[config.mk]
export PLATFORM = sky130hd
export DESIGN_NAME = perceptron_update_engine
export DESIGN_NICKNAME = d
export VERILOG_FILES = /design/src/rtl/perceptron_pkg.sv /design/src/rtl/perceptron_dot.sv /design/src/rtl/perceptron_update_engine.sv
export SDC_FILE = /design/constraint.sdc
export NUM_CORES = 2
export LEC_CHECK = 0
export ABC_AREA = 0
export ABC_CLOCK_PERIOD_IN_PS = 9510
export CAP_MARGIN = 20
export CELL_PAD_IN_SITES_DETAIL_PLACEMENT = 0
export CELL_PAD_IN_SITES_GLOBAL_PLACEMENT = 1
export CORE_ASPECT_RATIO = 0.7
export CORE_UTILIZATION = 44
export DETAILED_ROUTE_END_ITERATION = 12
export PLACE_DENSITY_LB_ADDON = 0.15
export SLEW_MARGIN = 40
export SYNTH_ARGS = -nofsm -noshare
export SYNTH_HDL_FRONTEND = slang
export SYNTH_SLANG_ARGS = --single-unit
[constraint.sdc]
create_clock -name clk -period 9.51 [get_ports clk]
set_input_delay 1.4265 -clock clk [delete_from_list [all_inputs] [get_ports clk]]
set_output_delay 1.4265 -clock clk [all_outputs]
set_load 0.01 [all_outputs]
[src/rtl/perceptron_pkg.sv]
// Shared types and helpers for the perceptron training engine: sum width,
// default training threshold, weight-row slicing and the update FSM states.
package perceptron_pkg;

   localparam int THETA_DEFAULT = 68;

   typedef enum logic [2:0] {
      IDLE = 3'd0,
      RD   = 3'd1,
      WAIT = 3'd2,
      EVAL = 3'd3,
      WB   = 3'd4
   } upd_state_t;

   // Wide enough that the sum of HIST+1 full-scale weights cannot overflow.
   function automatic int y_bits(input int w_bits, input int hist);
      return w_bits + $clog2(hist + 1) + 1;
   endfunction

   // LSB position of weight i inside a packed weight row.
   function automatic int row_lsb(input int i, input int w_bits);
      return i * w_bits;
   endfunction

endpackage

[src/rtl/perceptron_dot.sv]
// Combinational perceptron evaluation: signed dot product, train decision and
// saturating +/-1 row update. Zero latency, no flow control.
module perceptron_dot
   import perceptron_pkg::*;
#(
   parameter int HIST   = 28,
   parameter int W_BITS = 8,
   parameter int THETA  = THETA_DEFAULT,
   parameter int Y_BITS = y_bits(W_BITS, HIST)
) (
   input  logic [(HIST+1)*W_BITS-1:0] row,
   input  logic [HIST-1:0]            hist,
   input  logic                       taken,
   output logic signed [Y_BITS-1:0]   y,
   output logic                       mispred,
   output logic                       train,
   output logic [(HIST+1)*W_BITS-1:0] new_row
);

   localparam logic [W_BITS-1:0] W_MAX = {1'b0, {(W_BITS-1){1'b1}}};
   localparam logic [W_BITS-1:0] W_MIN = {1'b1, {(W_BITS-1){1'b0}}};
   localparam logic signed [Y_BITS-1:0] THETA_Y = Y_BITS'(THETA);

   // Bias input is a constant +1, so it rides in bit 0 alongside the history.
   logic [HIST:0] x_vec;
   assign x_vec = {hist, 1'b1};

   logic signed [Y_BITS-1:0] term [HIST+1];

   for (genvar gi = 0; gi <= HIST; gi++) begin : g_w
      logic [W_BITS-1:0]        w;
      logic signed [Y_BITS-1:0] w_ext;
      assign w     = row[row_lsb(gi, W_BITS) +: W_BITS];
      assign w_ext = {{(Y_BITS-W_BITS){w[W_BITS-1]}}, w};
      assign term[gi] = x_vec[gi] ? w_ext : -w_ext;
      // t*x = +1 exactly when the outcome matches the input's sign.
      assign new_row[row_lsb(gi, W_BITS) +: W_BITS] =
         (taken == x_vec[gi]) ? ((w == W_MAX) ? w : w + W_BITS'(1))
                              : ((w == W_MIN) ? w : w - W_BITS'(1));
   end

   always_comb begin
      y = '0;
      for (int i = 0; i <= HIST; i++) begin
         y = y + term[i];
      end
   end

   assign mispred = ~y[Y_BITS-1] ^ taken;
   assign train   = mispred | ((y <= THETA_Y) && (y >= -THETA_Y));

endmodule

[src/rtl/perceptron_update_engine.sv]
// Retirement-side perceptron trainer: read row, evaluate, conditionally write back.
// 5 cycles per update at read latency 1; upd_ready only in IDLE. Optional: PERCEPTRON_UPD_STATS_EN.
module perceptron_update_engine
   import perceptron_pkg::*;
#(
   parameter int INDEX_BITS = 7,
   parameter int HIST       = 28,
   parameter int W_BITS     = 8,
   parameter int THETA      = THETA_DEFAULT,
   localparam int Y_BITS    = y_bits(W_BITS, HIST),
   localparam int ROW_BITS  = (HIST+1)*W_BITS
) (
   input  logic                     clk,
   input  logic                     rst_n,
   input  logic                     upd_valid,
   output logic                     upd_ready,
   input  logic [INDEX_BITS-1:0]    upd_idx,
   input  logic [HIST-1:0]          upd_hist,
   input  logic                     upd_taken,
   output logic                     mem_rd_en,
   output logic [INDEX_BITS-1:0]    mem_rd_idx,
   input  logic                     mem_rd_valid,
   input  logic [ROW_BITS-1:0]      mem_rd_data,
   output logic                     mem_wr_en,
   output logic [INDEX_BITS-1:0]    mem_wr_idx,
   output logic [ROW_BITS-1:0]      mem_wr_data,
   output logic                     upd_done,
   output logic                     upd_trained,
   output logic                     upd_mispred,
   output logic [Y_BITS-1:0]        upd_y
`ifdef PERCEPTRON_UPD_STATS_EN
   ,
   output logic [31:0]              stat_updates,
   output logic [31:0]              stat_mispred,
   output logic [31:0]              stat_trained
`endif
);

   upd_state_t state_q, state_d;

   logic [INDEX_BITS-1:0]    idx_q;
   logic [HIST-1:0]          hist_q;
   logic                     taken_q;
   logic [ROW_BITS-1:0]      row_q;

   logic signed [Y_BITS-1:0] dot_y;
   logic                     dot_mispred;
   logic                     dot_train;
   logic [ROW_BITS-1:0]      dot_row;

   logic                     train_q;

   perceptron_dot #(
      .HIST   (HIST),
      .W_BITS (W_BITS),
      .THETA  (THETA),
      .Y_BITS (Y_BITS)
   ) u_dot (
      .row     (row_q),
      .hist    (hist_q),
      .taken   (taken_q),
      .y       (dot_y),
      .mispred (dot_mispred),
      .train   (dot_train),
      .new_row (dot_row)
   );

   always_ff @(posedge clk or negedge rst_n) begin
      if (!rst_n) begin
         state_q <= IDLE;
      end else begin
         state_q <= state_d;
      end
   end

   always_comb begin
      state_d    = state_q;
      upd_ready  = 1'b0;
      mem_rd_en  = 1'b0;
      mem_rd_idx = '0;
      mem_wr_en  = 1'b0;
      upd_done   = 1'b0;
      case (state_q)
         IDLE: begin
            upd_ready = 1'b1;
            if (upd_valid) state_d = RD;
         end
         RD: begin
            mem_rd_en  = 1'b1;
            mem_rd_idx = idx_q;
            state_d    = WAIT;
         end
         WAIT: begin
            if (mem_rd_valid) state_d = EVAL;
         end
         EVAL: begin
            state_d = WB;
         end
         WB: begin
            mem_wr_en = train_q;
            upd_done  = 1'b1;
            state_d   = IDLE;
         end
         default: state_d = IDLE;
      endcase
   end

   // Write-back payload and status are frozen in EVAL so they hold through WB.
   always_ff @(posedge clk or negedge rst_n) begin
      if (!rst_n) begin
         idx_q       <= '0;
         hist_q      <= '0;
         taken_q     <= 1'b0;
         row_q       <= '0;
         train_q     <= 1'b0;
         mem_wr_idx  <= '0;
         mem_wr_data <= '0;
         upd_trained <= 1'b0;
         upd_mispred <= 1'b0;
         upd_y       <= '0;
      end else begin
         if (state_q == IDLE && upd_valid) begin
            idx_q   <= upd_idx;
            hist_q  <= upd_hist;
            taken_q <= upd_taken;
         end
         if (state_q == WAIT && mem_rd_valid) begin
            row_q <= mem_rd_data;
         end
         if (state_q == EVAL) begin
            train_q     <= dot_train;
            mem_wr_idx  <= idx_q;
            mem_wr_data <= dot_row;
            upd_trained <= dot_train;
            upd_mispred <= dot_mispred;
            upd_y       <= dot_y;
         end
      end
   end

`ifdef PERCEPTRON_UPD_STATS_EN
   always_ff @(posedge clk or negedge rst_n) begin
      if (!rst_n) begin
         stat_updates <= '0;
         stat_mispred <= '0;
         stat_trained <= '0;
      end else if (state_q == WB) begin
         if (stat_updates != 32'hFFFF_FFFF) stat_updates <= stat_updates + 32'd1;
         if (upd_mispred && stat_mispred != 32'hFFFF_FFFF) stat_mispred <= stat_mispred + 32'd1;
         if (upd_trained && stat_trained != 32'hFFFF_FFFF) stat_trained <= stat_trained + 32'd1;
      end
   end
`endif

endmodule
### Word level (Yosys, flattened, before mapping)

Cells that the tools add are included.

* logic and storage cells: 349
* input bits: 272
* flip-flop bits (word level): 526
* output and inout port bits: 266

* equality and inequality tests: 92
* add/sub/neg operators: 114
* bitwise gates (word level): 3
* reductions and logical operators: 5
* order comparisons: 2
* mux-type cells: 123

Operator list (count)
* two-way mux 8 bit: 87
* two-way mux 14 bit: 28
* negation 8 -> 14 bit: 28
* adder 14 bit: 27
* adder 8 x 1 -> 8 bit, second input constant: 29
* == test 8 x 7 -> 1 bit, second input constant: 29
* == test 8 bit, second input constant: 29
* subtractor 8 x 1 -> 8 bit, second input constant: 29
* == test 1 bit: 28
* adder 8 x 14 -> 14 bit: 1
* >= comparator 14 x 8 -> 1 bit, second input constant: 1
* less-or-equal comparator 14 x 8 -> 1 bit, second input constant: 1
* one-hot mux 3 bit (4 select lines): 1
* two-way mux 7 bit: 1
* == test 3 x 2 -> 1 bit, second input constant: 2
* two-way mux 3 bit: 2
* two-way mux 1 bit: 4
* inequality test 2 bit, second input constant: 2
* == test 3 x 1 -> 1 bit, second input constant: 1
* == test 3 bit, second input constant: 1
* logical AND 1 bit: 3
* zero test 3 bit: 1
* AND reduction 2 bit: 1
* NOT 1 bit: 1
* other kinds (2): 2

### Depth between registers and ports, before layout

* depth in word-level cells: 33
* gate-level depth with buffers: 31
* depth with buffers taken out: 31

### Cells and area by module

From an unflattened synthesis, not the netlist that was laid out.

* cells, all modules: 4348
* area total of the unflattened synthesis: 43631.8 µm²

By module, submodules not included
* perceptron_dot: area an instance 23237.3 µm², cells an instance 3221, times used 1, sequential area each 0.0 µm²
* perceptron_update_engine: area an instance 20394.6 µm², cells an instance 1127, times used 1, sequential area each 13162.6 µm²

### Worst setup path after synthesis

OpenSTA, ideal clock, no wires.

* path kind: flip-flop to flip-flop
* start point: reg row_q[120]
* end point: reg upd_trained
* library setup time: 0.135 ns
* buffers on the path: 0
* required time: 9.375 ns
* period minus slack after synthesis: 8.485 ns
* arrival: 8.351 ns
* path slack: 1.025 ns
* cell stages (with the launch flop): 29
* cell sequence: dfrtp_1 inv_1 ha_1 or3b_2 or3_1 nor2_1 o21a_1 inv_1 fa_1 fa_1 inv_1 fa_1 fa_1 fa_1 fa_1 inv_1 fa_1 inv_1 fa_1 xor2_1 xnor2_1 xnor2_1 xnor3_1 xnor3_1 xnor3_1 xnor3_1 xnor2_2 a311oi_1 o31ai_1

* cells in the longest elaborated chain, start to end: 19
* elaborated cells on any way between the ends: 22
* classes of those cells: add/sub (15); order compare (2); mux (1); bitwise (3); reduce/logical (1)

RTL lines
* start: declaration: RTL line perceptron_update_engine.sv:44 `logic [ROW_BITS-1:0] row_q;`
* start signal: assignment: RTL line perceptron_update_engine.sv:128 `row_q <= mem_rd_data;`
* negation 8 -> 14 bit: RTL line perceptron_dot.sv:35 `assign term[gi] = x_vec[gi] ? w_ext : -w_ext;`
* two-way mux 14 bit *: RTL line perceptron_dot.sv:35
* adder 14 bit * (14 in series): RTL line perceptron_dot.sv:45 `y = y + term[i];`
* less-or-equal comparator 14 x 8 -> 1 bit, or another cell as far along: RTL line perceptron_dot.sv:50 `assign train = mispred | ((y <= THETA_Y) && (y >= -THETA_Y));`
* logical AND 1 bit / bitwise XOR 1 bit (equally long branches): RTL line perceptron_dot.sv:50, perceptron_dot.sv:49
* bitwise OR 1 bit *: RTL line perceptron_dot.sv:50
* end signal: assignment: RTL line perceptron_update_engine.sv:134 `upd_trained <= dot_train;`
* end: declaration: RTL line perceptron_update_engine.sv:28 `output logic upd_trained,`

Every way passes the cells marked *; elsewhere a longest branch is shown, timed or not.
A chain may end at the register's enable or synchronous reset.

### Final worst setup path

Same ends and word-level chain as after synthesis.

==> flow_metrics.py <==
metrics = {
    "clock_network": {
        "path_clk_slew_ns": 0.06,
        "htreeDepth": 2,
        "cts_num_sinks": 526,
        "clockBufferDepth": 3,
        "cts_setup_buffers": 0,
        "worstSkewPairLatency_ns": 0.65,
        "cts_tree": "yes",
        "root_buffer": "clkbuf_16",
        "numCtsBuffers": 56,
    },
    "floorplan": {
        "start_util": 0.447,
        "coreArea_um2": 92600,
        "row_count": 93,
        "fp.dieW_um": 369,
        "ios": 538,
        "die_h_um": 259,
        "die-area_um2": 95300,
    },
    "sta": {
        "hold_viol": 0,
        "setup_violations": 0,
        "timing.slew.headroom": 0.403,
        "fin_crit_ns": 9.09,
        "drv_slew": 0,
        "max_freq_mhz": 110,
        "worst_pin_slew_ns": 0.896,
        "rsz0062_at_grt": "false",
        "fin_tns_setup_ns": 0,
        "fin_skew_ns": 0.0267,
        "period_share": 0.956,
    },
    "setup_path": {
        "cp_slowest_stage_delay_ns": 0.54,
        "crit_buf_inv": 5,
        "reg2reg_depth": 28,
        "worstPathArrival_ns": 9.58,
        "slowest_stage": "fa_1",
        "worstSetupStartpointType": "register",
        "path_max_fanout": 5,
        "path_class": "register to register",
        "crit_required_ns": 9.99,
        "crit_family": "adder cells",
        "worstSetupEndpointType": "register",
        "crit_top_cell": "fa_1",
        "cp.depth": 28,
    },
    "yosys": {
        "synth_compound_area_frac": 0.136,
        "synth-simple-area-share": 0.143,
        "synth_top_family_by_area": "adder cells",
        "ys_async_sr_fraction": 1.00,
        "netlist_instances": 4523,
        "synth_xor_area_frac": 0.0841,
        "yosys_warnings": 0,
        "synth_cell_types": 72,
        "yosys-mux-area-fraction": 0.0668,
        "synth_top_area_cell": "dfrtp_1",
        "syn_avg_cell_area_um2": 9.15,
        "netlist_top_cells_area": "dfrtp_1 (32%), fa_1 (16%), mux2_2 (5.7%), xnor2_1 (5.4%), o21ai_0 (5.0%)",
        "ys_seq_elements": 526,
        "synthFlopType": "dfrtp_1",
        "synth_seq_area_share": 0.318,
        "synth_edf_count": 0,
        "syn_area_um2": 41400,
        "synth-adder-area-share": 0.185,
        "yosysTopAreaCellShare": 0.318,
        "syn_nets": 5210,
    },
    "min_path": {
        "hp-class": "register to register",
        "whs_path_depth": 2,
    },
    "final_layout": {
        "layout_commonest_cell": "clkdlybuf4s50_1",
        "fin_nets": 5555,
        "final_cell_mix": "clkdlybuf4s50_1 (536), dfrtp_1 (525), nand2_1 (488)",
        "syn_to_final_growth_pct": 20.2,
        "drive_above_1_share": 0.0883,
    },
    "grt": {
        "grt_pass1_wl_um": 201000,
        "grt_max_degree": 164,
        "grt_pass1_vias": 31800,
        "grtUsageTotal": 0.276,
        "overflow": 0,
        "antenna_found_initial": 3,
    },
    "routing": {
        "vias": 33300,
        "drtPass1Iterations": 5,
        "routedWlPerCell_um": 21.6,
        "postRouteAntennaNets": 0,
        "drc": 0,
        "drtIter0Drc": 2657,
        "viasPerCell": 5.42,
        "drt_wl_total_um": 133000,
    },
    "placed_design": {
        "gp_congestion": 0.910,
        "post-dp-hpwl_um": 104000,
        "portBuffers": 537,
    },
    "job": {
        "cap_violations": 0,
    },
    "run_status": {
        "outcome": "completed",
    },
}
-- area by class of cell --
class	count	area (µm²)
fill	8546	42900
multi-input combinational	3264	25500
sequential	526	13200
timing repair buffer	579	5860
inverter	441	1660
clock buffer	72	1570
tap	1235	1550
clock inverter	32	438
antenna	1	2.50
-- through the flow --
stage          hold slack, ns  area, µm²   util  instances  worst slack, ns
2_1_floorplan           0.449      41400      -       4523             1.02
3_3_place_gp            0.455      47500  0.513       6039            0.585
3_5_place_dp            0.462      47600  0.514       6040            0.481
4_1_cts                 0.478      49600  0.535       6144            0.440
5_1_grt                 0.494      49800  0.537       6150           0.0675
6_report                0.475      49800  0.537       6150            0.415
-- sequential cells by signal, indices dropped and copies added (netlist names), 3 cells and up --
| name | cells |
|---|---|
| mem_wr_data | 232 |
| upd_y | 14 |
| state_q | 3 |
| hist_q | 28 |
| row_q | 232 |
| mem_wr_idx | 7 |
| idx_q | 7 |
-- synth_stat cells, drive strengths merged (40+ instances only) --
library cell,instances
dfrtp,526
nand2,489
inv,441
o21ai,421
nor2,345
fa,326
xnor2,258
clkbuf,257
mux2,211
a21oi,133
xor2,126
nand3,91
ha,89
nor3,74
o21a,67
a21o,51
a211oi,44
a31oi,41
nand4,40
or2,40
-- worst reg2reg max path: cells and delay by family, from the launching register on --
| family | cells | cell delay [ns] |
|---|---|---|
| AOI/OAI and AO/OA | 3 | 0.58 |
| xor gates and xnor gates | 8 | 2.14 |
| adders and majority gates | 9 | 4.23 |
| buffers and inverters | 5 | 0.39 |
| DFF | 1 | 0.44 |
| and+or+nand+nor | 3 | 1.17 |
-- what timing repair did --
item	CTS	global route
endpoints found under the setup margin	0	1
hold buffers	0	0
gates resized for setup	0	1
-- routing by layer --
layer,track usage,wire length [µm],vias up
met4,0.0506,2200,4
met2,0.381,54100,1010
met1,0.435,66400,16400
met5,0,27,-
met3,0.0685,10400,118
li1,-,-,15800
-- kinds of logic (layout without fill, tap and decap cells) --
logic type | Yosys count | in the layout
muxes | 250 | 250
buffers and inverters | 733 | 1124
other | 0 | 1
xor gates and xnor gates | 389 | 389
adders and majority gates | 415 | 415
AOI/OAI and AO/OA | 924 | 924
and+or+nand+nor | 1286 | 1286
DFF | 526 | 526
-- worst paths after layout --
| path | start | end | slack, ns |
|---|---|---|---|
| worst max register to register | row_q[120]$_DFFE_PN0P_ | upd_trained$_DFFE_PN0P_ | 0.42 |
| min in group asynchronous | rst_n | mem_wr_data[203]$_DFFE_PN0P_ | 0.79 |
| worst max-delay path | row_q[120]$_DFFE_PN0P_ | upd_trained$_DFFE_PN0P_ | 0.42 |
| worst min register to register | mem_wr_idx[0]$_DFFE_PN0P_ | mem_wr_idx[0]$_DFFE_PN0P_ | 0.47 |
| worst min-delay path | mem_wr_idx[0]$_DFFE_PN0P_ | mem_wr_idx[0]$_DFFE_PN0P_ | 0.47 |
| max in group asynchronous | rst_n | mem_wr_data[76]$_DFFE_PN0P_ | 6.72 |
Power is not shown: default switching activity piles up to over one toggle a cycle in this logic, so the estimate is an artifact.
